## config.mk

```make
export PLATFORM = sky130hd
export DESIGN_NAME = mem_access_ctrl
export DESIGN_NICKNAME = d
export VERILOG_FILES = /design/src/rtl/mem_pkg.sv /design/src/rtl/mem_be_gen.sv /design/src/rtl/mem_access_ctrl.sv
export SDC_FILE = /design/constraint.sdc
export NUM_CORES = 1
export LEC_CHECK = 0
export ABC_CLOCK_PERIOD_IN_PS = 1800
export BUFFER_PORTS_ARGS = -buffer_cell sky130_fd_sc_hd__buf_2
export CAP_MARGIN = 20
export CORE_ASPECT_RATIO = 1.25
export CORE_UTILIZATION = 44
export CTS_BUF_LIST = sky130_fd_sc_hd__clkbuf_2
export DETAILED_ROUTE_END_ITERATION = 16
export PLACE_DENSITY_LB_ADDON = 0.05
export RECOVER_POWER = 25
export SYNTH_ARGS = -nofsm -noshare
export SYNTH_HDL_FRONTEND = slang
export SYNTH_SLANG_ARGS = --single-unit
```

## constraint.sdc

```tcl
create_clock -name clk -period 1.8 [get_ports clk]
set_input_delay 0.36 -clock clk [delete_from_list [all_inputs] [get_ports clk]]
set_output_delay 0.36 -clock clk [all_outputs]
set_load 0.03 [all_outputs]
```

## src/rtl/mem_pkg.sv

```systemverilog
// Shared definitions for the M-stage data memory access controller:
// FSM state encoding, MemSizeM encodings and the default bus-wait limit.
package mem_pkg;

  typedef enum logic [1:0] {
    IDLE = 2'd0,
    REQ  = 2'd1,
    RESP = 2'd2,
    DONE = 2'd3
  } state_t;

  localparam logic [1:0] SIZE_BYTE = 2'd0;
  localparam logic [1:0] SIZE_HALF = 2'd1;
  localparam logic [1:0] SIZE_WORD = 2'd2;
  localparam logic [1:0] SIZE_RSVD = 2'd3;

  localparam int unsigned DEFAULT_TIMEOUT_CYCLES = 255;

  // The bus only ever sees word addresses; lane selection is via byte enables.
  function automatic logic [31:0] word_addr(input logic [31:0] addr);
    return {addr[31:2], 2'b00};
  endfunction

endpackage

```

## src/rtl/mem_be_gen.sv

```systemverilog
// Byte-enable / store-data lane generator (purely combinational).
// Produces the bus byte enables, the lane-replicated write data and the
// misalignment flag from the access size, the low address bits and rs2.
module mem_be_gen
  import mem_pkg::*;
(
  input  logic [1:0]  size,
  input  logic [1:0]  addr_lo,
  input  logic [31:0] store_data,
  output logic [3:0]  be,
  output logic [31:0] wdata,
  output logic        misalign
);

  // Each byte lane takes the low byte (byte), the matching byte of the low
  // half (half) or its own byte (word), so the slave never needs to shift.
  for (genvar gi = 0; gi < 4; gi++) begin : g_lane
    assign wdata[gi*8 +: 8] = (size == SIZE_BYTE) ? store_data[7:0] :
                              (size == SIZE_HALF) ? store_data[(gi%2)*8 +: 8] :
                                                    store_data[gi*8 +: 8];
  end

  // Byte enables and misalignment detection per access size
  always_comb begin
    be       = 4'b0000;
    misalign = 1'b0;
    case (size)
      SIZE_BYTE: be = 4'b0001 << addr_lo;
      SIZE_HALF: begin
        be       = 4'b0011 << {addr_lo[1], 1'b0};
        misalign = addr_lo[0];
      end
      SIZE_WORD: begin
        be       = 4'b1111;
        misalign = |addr_lo;
      end
      SIZE_RSVD: misalign = 1'b1;
    endcase
  end

endmodule

```

## src/rtl/mem_access_ctrl.sv

```systemverilog
// M-stage data memory access controller.
// Launches one registered bus transaction per load/store, stalls the
// pipeline until it completes, and returns the raw loaded word.
// Optional feature: define MEM_TIMEOUT_EN to abort bus waits after
// TIMEOUT_CYCLES cycles in REQ/RESP with a one-cycle BusErrM pulse
// (TIMEOUT_CYCLES must be at least 1).
module mem_access_ctrl
  import mem_pkg::*;
#(
  parameter int unsigned TIMEOUT_CYCLES = DEFAULT_TIMEOUT_CYCLES
) (
  input  logic        clk,
  input  logic        rst_n,
  input  logic        MemValidM,
  input  logic        MemWriteM,
  input  logic [1:0]  MemSizeM,
  input  logic [31:0] AluOutM,
  input  logic [31:0] StoreDataM,
  output logic        bus_req,
  output logic        bus_we,
  output logic [31:0] bus_addr,
  output logic [3:0]  bus_be,
  output logic [31:0] bus_wdata,
  input  logic        bus_gnt,
  input  logic        bus_rvalid,
  input  logic [31:0] bus_rdata,
  output logic [31:0] RamDataM,
  output logic        StallM,
  output logic        MisalignM,
  output logic        BusErrM
);

  state_t      state_reg, state_next;
  logic        bus_req_reg, bus_req_next;
  logic        bus_we_reg, bus_we_next;
  logic [31:0] bus_addr_reg, bus_addr_next;
  logic [3:0]  bus_be_reg, bus_be_next;
  logic [31:0] bus_wdata_reg, bus_wdata_next;
  logic [31:0] ram_data_reg, ram_data_next;
  logic        misalign_reg, misalign_next;
  logic        bus_err_reg, bus_err_next;
  logic        stall;
  logic        timeout_hit;

  logic [3:0]  gen_be;
  logic [31:0] gen_wdata;
  logic        gen_misalign;

  mem_be_gen u_be_gen (
    .size      (MemSizeM),
    .addr_lo   (AluOutM[1:0]),
    .store_data(StoreDataM),
    .be        (gen_be),
    .wdata     (gen_wdata),
    .misalign  (gen_misalign)
  );

`ifdef MEM_TIMEOUT_EN
  localparam int CNT_W = (TIMEOUT_CYCLES < 2) ? 1 : $clog2(TIMEOUT_CYCLES);

  logic [CNT_W-1:0] cnt_reg, cnt_next;

  // Last allowed wait cycle: the abort takes effect at the end of it
  assign timeout_hit = (cnt_reg == CNT_W'(TIMEOUT_CYCLES - 1));

  // Wait counter: zero while idle (so zero on REQ entry), counts in REQ/RESP
  always_comb begin
    cnt_next = cnt_reg;
    if (state_reg == IDLE) begin
      cnt_next = '0;
    end else if (state_reg == REQ || state_reg == RESP) begin
      cnt_next = cnt_reg + 1'b1;
    end
  end

  // Wait counter register
  always_ff @(posedge clk or negedge rst_n) begin
    if (!rst_n) begin
      cnt_reg <= '0;
    end else begin
      cnt_reg <= cnt_next;
    end
  end
`else
  assign timeout_hit = 1'b0;
`endif

  // Next-state and next-register logic; StallM decoded from the current state
  always_comb begin
    state_next     = state_reg;
    bus_req_next   = bus_req_reg;
    bus_we_next    = bus_we_reg;
    bus_addr_next  = bus_addr_reg;
    bus_be_next    = bus_be_reg;
    bus_wdata_next = bus_wdata_reg;
    ram_data_next  = ram_data_reg;
    misalign_next  = 1'b0;
    bus_err_next   = 1'b0;
    stall          = 1'b0;
    case (state_reg)
      IDLE: begin
        if (MemValidM) begin
          stall = 1'b1;
          if (gen_misalign) begin
            // No bus cycle at all; report and let the pipeline move on
            misalign_next = 1'b1;
            ram_data_next = '0;
            state_next    = DONE;
          end else begin
            bus_req_next   = 1'b1;
            bus_we_next    = MemWriteM;
            bus_addr_next  = word_addr(AluOutM);
            bus_be_next    = gen_be;
            bus_wdata_next = gen_wdata;
            state_next     = REQ;
          end
        end
      end
      REQ: begin
        stall = 1'b1;
        // Read data arriving with the grant is deliberately not looked at
        if (bus_gnt) begin
          bus_req_next = 1'b0;
          state_next   = bus_we_reg ? DONE : RESP;
        end else if (timeout_hit) begin
          bus_req_next  = 1'b0;
          bus_err_next  = 1'b1;
          ram_data_next = '0;
          state_next    = DONE;
        end
      end
      RESP: begin
        stall = 1'b1;
        if (bus_rvalid) begin
          ram_data_next = bus_rdata;
          state_next    = DONE;
        end else if (timeout_hit) begin
          bus_err_next  = 1'b1;
          ram_data_next = '0;
          state_next    = DONE;
        end
      end
      DONE: begin
        // One unstalled cycle so the pipeline advances past this access
        state_next = IDLE;
      end
    endcase
  end

  // State and output registers
  always_ff @(posedge clk or negedge rst_n) begin
    if (!rst_n) begin
      state_reg     <= IDLE;
      bus_req_reg   <= 1'b0;
      bus_we_reg    <= 1'b0;
      bus_addr_reg  <= '0;
      bus_be_reg    <= '0;
      bus_wdata_reg <= '0;
      ram_data_reg  <= '0;
      misalign_reg  <= 1'b0;
      bus_err_reg   <= 1'b0;
    end else begin
      state_reg     <= state_next;
      bus_req_reg   <= bus_req_next;
      bus_we_reg    <= bus_we_next;
      bus_addr_reg  <= bus_addr_next;
      bus_be_reg    <= bus_be_next;
      bus_wdata_reg <= bus_wdata_next;
      ram_data_reg  <= ram_data_next;
      misalign_reg  <= misalign_next;
      bus_err_reg   <= bus_err_next;
    end
  end

  assign bus_req   = bus_req_reg;
  assign bus_we    = bus_we_reg;
  assign bus_addr  = bus_addr_reg;
  assign bus_be    = bus_be_reg;
  assign bus_wdata = bus_wdata_reg;
  assign RamDataM  = ram_data_reg;
  assign StallM    = stall;
  assign MisalignM = misalign_reg;
  assign BusErrM   = bus_err_reg;

endmodule

```

==> impl_metrics.toml, run 1 <==
[worst_setup_path]
critPathCaptureType = "primary output"
r2r_setup_slack_ns = -0.04
path_class = "reg2out"
start_kind = "flip-flop"
crit_arrival_ns = 1.67
crit_fanout = 2
cp.required_ns = 1.44

[yosys]
synth.top_cell.area_share = 0.561
async_flop_share = 1.00
ys_seq_area_frac = 0.561
yosys-top-cells-area = "dfrtp_1, a21bo_2, mux2_2"
synth_flop_cell = "dfrtp_1"
synth-seq-cells = 103
synth_area_sq_um = 4600
syn_inst = 376
synth_edf_count = 0
yosysWarningCount = 0
syn_area_per_cell_sq_um = 12.2
synth_largest_area_cell = "dfrtp_1"
ys_types = 35

[die]
die-area_sq_um = 10900
initial_core_util = 0.455
die_w_um = 93.4
fp.dieH_um = 116
rows = 41
core-area_sq_um = 10100
pin_count = 209

[drt]
routed_wirelength_um = 11700
post_drt_wl_per_cell_um = 15.4
dr.pass1.iters = 5
routed_via_density = 5.04
drt_iter0_markers = 89
ant_nets = 0
drc = 0
vias = 3828

[clock_network]
h-tree-depth = 3
cts_sinks = 103
root_buffer = "clkbuf_2"
clockBufferDepth = 2
insertion_delay_ns = 0.58
cts_buffers = 9
cts.clk_slew.worst_paths_ns = 0.28
cts_tree = "done"

[timing]
max_slew_margin = 0.126
fmax_mhz = 492
slew_viol_final = 0
whs_ns = 0.0406
setup-violations-final = 9
final.period_utilization = 1.13
fin_ws_ns = -0.234
finalHoldViolations = 0
tightest_slew_ns = 1.31
timing.final.crit_period_ns = 2.03
fin_skew_ns = 0.0313
rsz0062_at_grt = "true"

[finish]
nets = 734
diodes = 0
area_growth_pct = 40.5
post_route_cells_drive_above_1_share = 0.522

[status]
status = "finished with violations"
violations = "setup timing"

[placement]
hpwl_um = 7980
gp_congestion = 0.773
pre_cts_ws_ns = 0.0215
port_buffers = 205

[min_path]
holdCritPathClass = "in2reg"

[global_routing]
overflow = 0
grt_use_total = 0.212
grt_antenna_before_repair = 0
grt_max_degree = 104
grt_first_pass_wirelength_um = 17900
grt_pass1_vias = 3734

[power_and_ir_drop]
p_per_area_nw_per_um2 = 1800
ir_worst_vdd_mv = 1.06
p_leak_nw = 3.41

[flow_run]
drv_cap = 0
[power breakdown]
part | total [mW] | internal, mW | leakage (nW) | switching [mW]
registers | 3.91 | 3.37 | 1.28 | 0.543
logic | 6.63 | 2.62 | 2.06 | 4.01
clock network | 1.10 | 0.316 | 0.0601 | 0.781
[worst paths after layout]
kind / start / end / depth (start not counted)
max: state_reg[0] / StallM / 5
min: StoreDataM[16] / bus_wdata[16] / 3
max reg2reg: state_reg[0] / RamDataM[2] / 9
min reg2reg: bus_be[0] / bus_be[0] / 1
max in group asynchronous: rst_n / bus_wdata[1] / 3
min in group asynchronous: rst_n / RamDataM[3] / 3
[placed cells by master, fill, tap and decap left out, drive strengths merged]
master and n:
a222oi 1, nor3 2, a21bo 32, buf 233
nor3b 1, clkinv 2, nand4 32, dfrtp 103
o21ai 32, nand2b 1, a21o 3, inv 6
nand2 28, a2111oi 1, a211oi 1, ha 5
a21oi 13, clkinvlp 4, o21bai 1, mux2i 25
o211ai 1, conb 3, dlygate4sd3 32, mux2 39
bufinv 1, nor2 14, clkbuf 11, a22oi 2
nor2b 1
[cell families (layout without fill, tap and decap cells)]
kind of cell / after synthesis / in the layout / share of synthesized area
DFF: 103 / 103 / 0.561
AOI/OAI and AO/OA: 87 / 87 / 0.138
and+or+nand+nor: 79 / 79 / 0.0874
muxes: 64 / 64 / 0.158
buffers and inverters: 37 / 289 / 0.0414
adders and majority gates: 5 / 5 / 0.0136
other: 1 / 3 / 0.000816
[cells in the mapped netlist (all sizes together), types with 2 or more instances]
cell type	number
inv	6
o21ai	32
a21bo	32
a21oi	13
clkbuf	10
ha	5
mux2	39
mux2i	25
nor2	14
dfrtp	103
nand2	28
buf	21
a22oi	2
nand4	32
nor3	2
a21o	3
[metal layers]
layer / part of all wire / routed length (um) / vias to the layer above / GRT usage
met1: 0.40 / 4690 / 1841 / 0.262
met3: 0.061 / 715 / 21 / 0.0417
met4: 0.028 / 324 / 0 / 0.105
met2: 0.51 / 5980 / 133 / 0.354
li1: - / - / 1833 / -
met5: 0 / 0 / - / 0
[critical path, stage by stage, from the launching register on]
cell and delay [ns]:
dfrtp_1 0.47, inv_2 0.10, ha_4 0.21, a21oi_2 0.11
nor2_1 0.05, buf_4 0.16
[cell type report]
cell class | instances | area (sq um)
timing repair buffer | 267 | 1660
sequential | 103 | 2580
tap | 129 | 161
clock buffer | 9 | 45.0
inverter | 6 | 22.5
multi-input combinational | 238 | 1920
fill | 849 | 3640
clock inverter | 7 | 73.8
[per-stage QoR]
stage,std cells,TNS (ns),utilization,power [mW],cell area (sq um)
floorplan,378,-0.0695,-,8.13,4610
global placement,702,0,0.580,9.95,5860
detailed placement,702,0,0.580,10.1,5860
CTS,751,-0.274,0.626,11.3,6330
global route,759,-2.27,0.639,12.4,6460
finish,759,-0.447,0.639,11.6,6460
[repair_timing]
item | CTS | global route
setup buffers | 2 | 5
cloned | 0 | 3
hold endpoints to repair | 134 | 0
endpoints found under the setup margin | 36 | 35
hold buffers | 32 | 0
gates resized for setup | 7 | 19
pin swaps | 3 | 25
Note: power is estimated with default switching activity, not from simulation.
==> inputs of run 2 (changes only) <==
CAP_MARGIN = default   (was 20)
CORE_UTILIZATION = 43   (was 44)
CTS_BUF_LIST = default   (was sky130_fd_sc_hd__clkbuf_2)
HOLD_SLACK_MARGIN = 0.08   (was default)
==> impl_metrics.toml, run 2 (synthesis gave the netlist of run 1 again) <==
[worst_setup_path]
worstRegToRegCells = 8
path_delay_family = "compound AO/OA/AOI/OAI gates"
crit_fanout = 8
path_class = "reg2reg"
critical_path_depth = 8
worst-path-buf-inv = 4
max_stage_delay_ns = 0.36
path_cells = "inv_2 > buf_6 > ha_4 > a22oi_2 > o211ai_1 > buf_4 > buf_2 > a21bo_2"
crit_slowest_cell = "dfrtp_1"
critPathCaptureType = "flip-flop"
crit_arrival_ns = 2.01
cp.required_ns = 2.03
start_kind = "flip-flop"

[global_routing]
overflow = 0
grtUsageMet1 = 0.252
grt_use_met3 = 0.0536
grt_antenna_before_repair = 0
grt_first_pass_wirelength_um = 18000
grt_pass1_vias = 3641
grt_max_degree = 39
use_met2 = 0.350
grt_use_total = 0.209
busiest_layer = "met2"

[placement]
pre_cts_ws_ns = -0.00208
dp.cells = 702
gp_congestion = 0.782
port_buffers = 205
hpwl_um = 8400

[timing]
timing.final.crit_period_ns = 1.77
fin_skew_ns = 0.00452
fin_ws_ns = 0.0289
finalSetupTns_ns = 0
tightest_slew_ns = 0.694
finalHoldViolations = 0
setup-violations-final = 0
final.period_utilization = 0.984
slew_viol_final = 0
fmax_mhz = 565
max_slew_margin = 0.537

[die]
core-area_sq_um = 10300
pin_count = 209
initial_core_util = 0.448
fp.dieH_um = 118
die_w_um = 94.5
die-area_sq_um = 11100
rows = 41

[min_path]
hold_depth = 2
holdCritPathClass = "in2reg"

[finish]
final_common_cell = "buf_2"
post_route_cells_drive_above_1_share = 0.542
diodes = 0
layout.cells.non_filler = 725
area_growth_pct = 36.5
nets = 701
layout_common_cells = "buf_2, dfrtp_1, nand4_1"

[drt]
vias = 3708
drt_iter0_markers = 145
dr.pass1.iters = 4
routed_via_density = 5.11
post_drt_wl_per_cell_um = 16.2
drc = 0
routed_wirelength_um = 11700
ant_nets = 0

[flow_run]
drv_cap = 0

[clock_network]
insertion_delay_ns = 0.34
h-tree-depth = 3
cts_sinks = 103
clockBufferDepth = 2
cts_buffers = 9
root_buffer = "clkbuf_16"
cts.clk_slew.worst_paths_ns = 0.06
cts_tree = "done"

[power_and_ir_drop]
p_leak_nw = 3.33
p_per_area_nw_per_um2 = 1970
fin_total_pwr_mw = 12.3
ir_worst_vdd_mv = 0.889

[status]
status = "finished, final reports clean"
-- run 2: final cells by class --
cell class | count | area, sq um
Clock inverter | 4 | 47.5
Tap cell | 129 | 161
Timing Repair Buffer | 234 | 1340
Clock buffer | 11 | 233
Inverter | 6 | 22.5
Sequential cell | 103 | 2580
Multi-Input combinational cell | 238 | 1890
Fill cell | 882 | 3990
-- run 2: metal layers --
layer / share of wire / up-vias
met5: 0 / -
met4: 0.022 / 0
met3: 0.071 / 24
met2: 0.50 / 147
met1: 0.41 / 1769
li1: - / 1768
-- run 2: power by group --
part | switching [mW] | internal, mW
logic | 4.04 | 2.49
clock network | 0.817 | 1.07
registers | 0.537 | 3.39
-- run 2: path summary, 6_finish.rpt --
check / startpoint / to / slack, ns
setup / recovery: state_reg[0] / RamDataM[10] / 0.03
hold / removal: AluOutM[27] / bus_addr[27] / 0.23
setup reg to reg: state_reg[0] / RamDataM[10] / 0.03
hold reg to reg: bus_wdata[25] / bus_wdata[25] / 0.47
max in group asynchronous: rst_n / bus_addr[20] / 0.27
min in group asynchronous: rst_n / RamDataM[27] / 0.60
-- run 2: what timing repair did --
action / in CTS / in global routing
cloned: 0 / 3
pin swaps: 0 / 6
hold buffers: 1 / 0
endpoints found under the setup margin: 16 / 33
setup buffers: 1 / 3
resized for setup: 5 / 9
endpoints found under the hold margin: 26 / 0
-- run 2: per-stage QoR --
| stage | cell area, sq um | hold WS [ns] | utilization |
|---|---|---|---|
| final | 6270 | 0.232 | 0.612 |
| after global routing | 6270 | 0.231 | 0.612 |
| after CTS | 6220 | 0.223 | 0.606 |
| after detailed placement | 5910 | 0.322 | 0.576 |
| after global placement | 5910 | 0.327 | 0.576 |
| after floorplan | 4610 | 0.0644 | - |
==> inputs of run 3 (changes only) <==
CELL_PAD_IN_SITES_DETAIL_PLACEMENT = 0   (was default)
CELL_PAD_IN_SITES_GLOBAL_PLACEMENT = 1   (was default)
CORE_UTILIZATION = 32   (was 43)
==> impl_metrics.toml, run 3 (synthesis gave the netlist of run 1 again) <==
[global_routing]
overflow = 0
grt_first_pass_wirelength_um = 18800
grt_max_degree = 55
grt_use_total = 0.167
grt_antenna_before_repair = 0
grt_pass1_vias = 3701

[worst_setup_path]
cp.required_ns = 1.44
critPathCapture = "StallM"
path_class = "reg2out"
start_kind = "flip-flop"
max_stage_delay_ns = 0.38
startpoint = "state_reg[1]"
r2r_setup_slack_ns = 0.12
r2r-start = "state_reg[0]"
crit_slowest_cell = "dfrtp_1"
crit_arrival_ns = 1.36
critPathCaptureType = "primary output"
timing.rr.end = "RamDataM[24]"
crit_fanout = 3
worstRegToRegCells = 7
path_cells = "inv_2 > ha_4 > a21oi_2 > nor2_1 > buf_4"

[timing]
tightest_slew_ns = 0.635
fmax_mhz = 581
setup-violations-final = 0
rsz0062_at_grt = "true"
finalHoldViolations = 0
max_slew_margin = 0.577
finalSetupTns_ns = 0
final.period_utilization = 0.956
slew_viol_final = 0
fin_skew_ns = 0.00589
timing.final.crit_period_ns = 1.72

[die]
rows = 48
pin_count = 209
die_w_um = 109
core-area_sq_um = 13900
die-area_sq_um = 14900
fp.dieH_um = 136
initial_core_util = 0.330

[clock_network]
cts_sinks = 103
cts.clk_slew.worst_paths_ns = 0.07
h-tree-depth = 3
cts_buffers = 9
cts_tree = "done"
clockBufferDepth = 2
insertion_delay_ns = 0.35
root_buffer = "clkbuf_16"

[placement]
hpwl_um = 9160
gp_congestion = 0.711
port_buffers = 205

[drt]
routed_via_density = 4.79
drc = 0
dr.pass1.iters = 4
drt_iter0_markers = 88
vias = 3697
ant_nets = 0
routed_wirelength_um = 12100
post_drt_wl_per_cell_um = 15.6

[power_and_ir_drop]
p_leak_nw = 3.33
ir_worst_vdd_mv = 0.837
p_per_area_nw_per_um2 = 1940
fin_total_pwr_mw = 12.3

[finish]
area_growth_pct = 37.4
nets = 701
fillers = 1384
layout_common_cells = "buf_2, dfrtp_1, nand4_1"
final_common_cell = "buf_2"
diodes = 0
post_route_cells_drive_above_1_share = 0.548

[min_path]
holdCritPathClass = "in2reg"

[status]
status = "finished, final reports clean"

[flow_run]
drv_cap = 0
[run 3: cell type report]
class	count	area (sq um)	share of cell area
flip-flops and latches	103	2580	0.408
clock buffers	10	239	0.0378
inverters	6	22.5	0.00356
clock inverters	6	92.6	0.0147
multi-input cells	238	1870	0.297
repair buffers	234	1290	0.205
well taps	175	219	0.0347
[run 3: critical path, delay by kind of cell, from the launching register on]
family,cells,cell delay [ns]
AOI/OAI and AO/OA,1,0.11
adders and majority gates,1,0.21
buffers and inverters,2,0.26
DFF,1,0.38
and+or+nand+nor,1,0.05
[run 3: how the worst min path moves through the flow]
stage / startpoint / to / slack (ns) / depth (start not counted)
floorplan: rst_n / MisalignM / 0.06 / 0
global placement: rst_n / RamDataM[18] / 0.29 / 1
detailed placement: rst_n / RamDataM[24] / 0.30 / 1
CTS: AluOutM[29] / bus_addr[29] / 0.20 / 2
global route: AluOutM[29] / bus_addr[29] / 0.22 / 2
finish: AluOutM[29] / bus_addr[29] / 0.22 / 2
[run 3: metrics by stage]
stage | util | worst slack (ns) | area, sq um | hold WS [ns] | cells
finish | 0.453 | 0.0789 | 6320 | 0.217 | 772
global route | 0.453 | -0.00848 | 6320 | 0.221 | 772
CTS | 0.453 | 0.0143 | 6310 | 0.203 | 770
detailed placement | 0.427 | 0.0289 | 5960 | 0.298 | 753
global placement | 0.427 | 0.0805 | 5960 | 0.294 | 753
floorplan | - | -0.00695 | 4610 | 0.0644 | 378
[run 3: layer usage]
layer  track usage  up-vias  wire [um]
met5             0        -          0
met4        0.0778        0        242
met3        0.0465       16        956
met2         0.278      134       5940
met1         0.197     1780       4940
li1              -     1767          -
[run 3: power by group]
part | switching [mW] | total (mW) | internal, mW
Combinational | 3.89 | 6.19 | 2.30
Sequential | 0.545 | 3.94 | 3.39
Clock | 0.882 | 2.15 | 1.26
Total | 5.32 | 12.3 | 6.95
[run 3: repair_timing]
item,in CTS,in global routing
hold buffers,1,0
buffers inserted,1,2
endpoints found under the hold margin,23,0
setup endpoints to repair,1,48
gates resized for setup,4,5
gates cloned,0,0
pin swaps,0,1
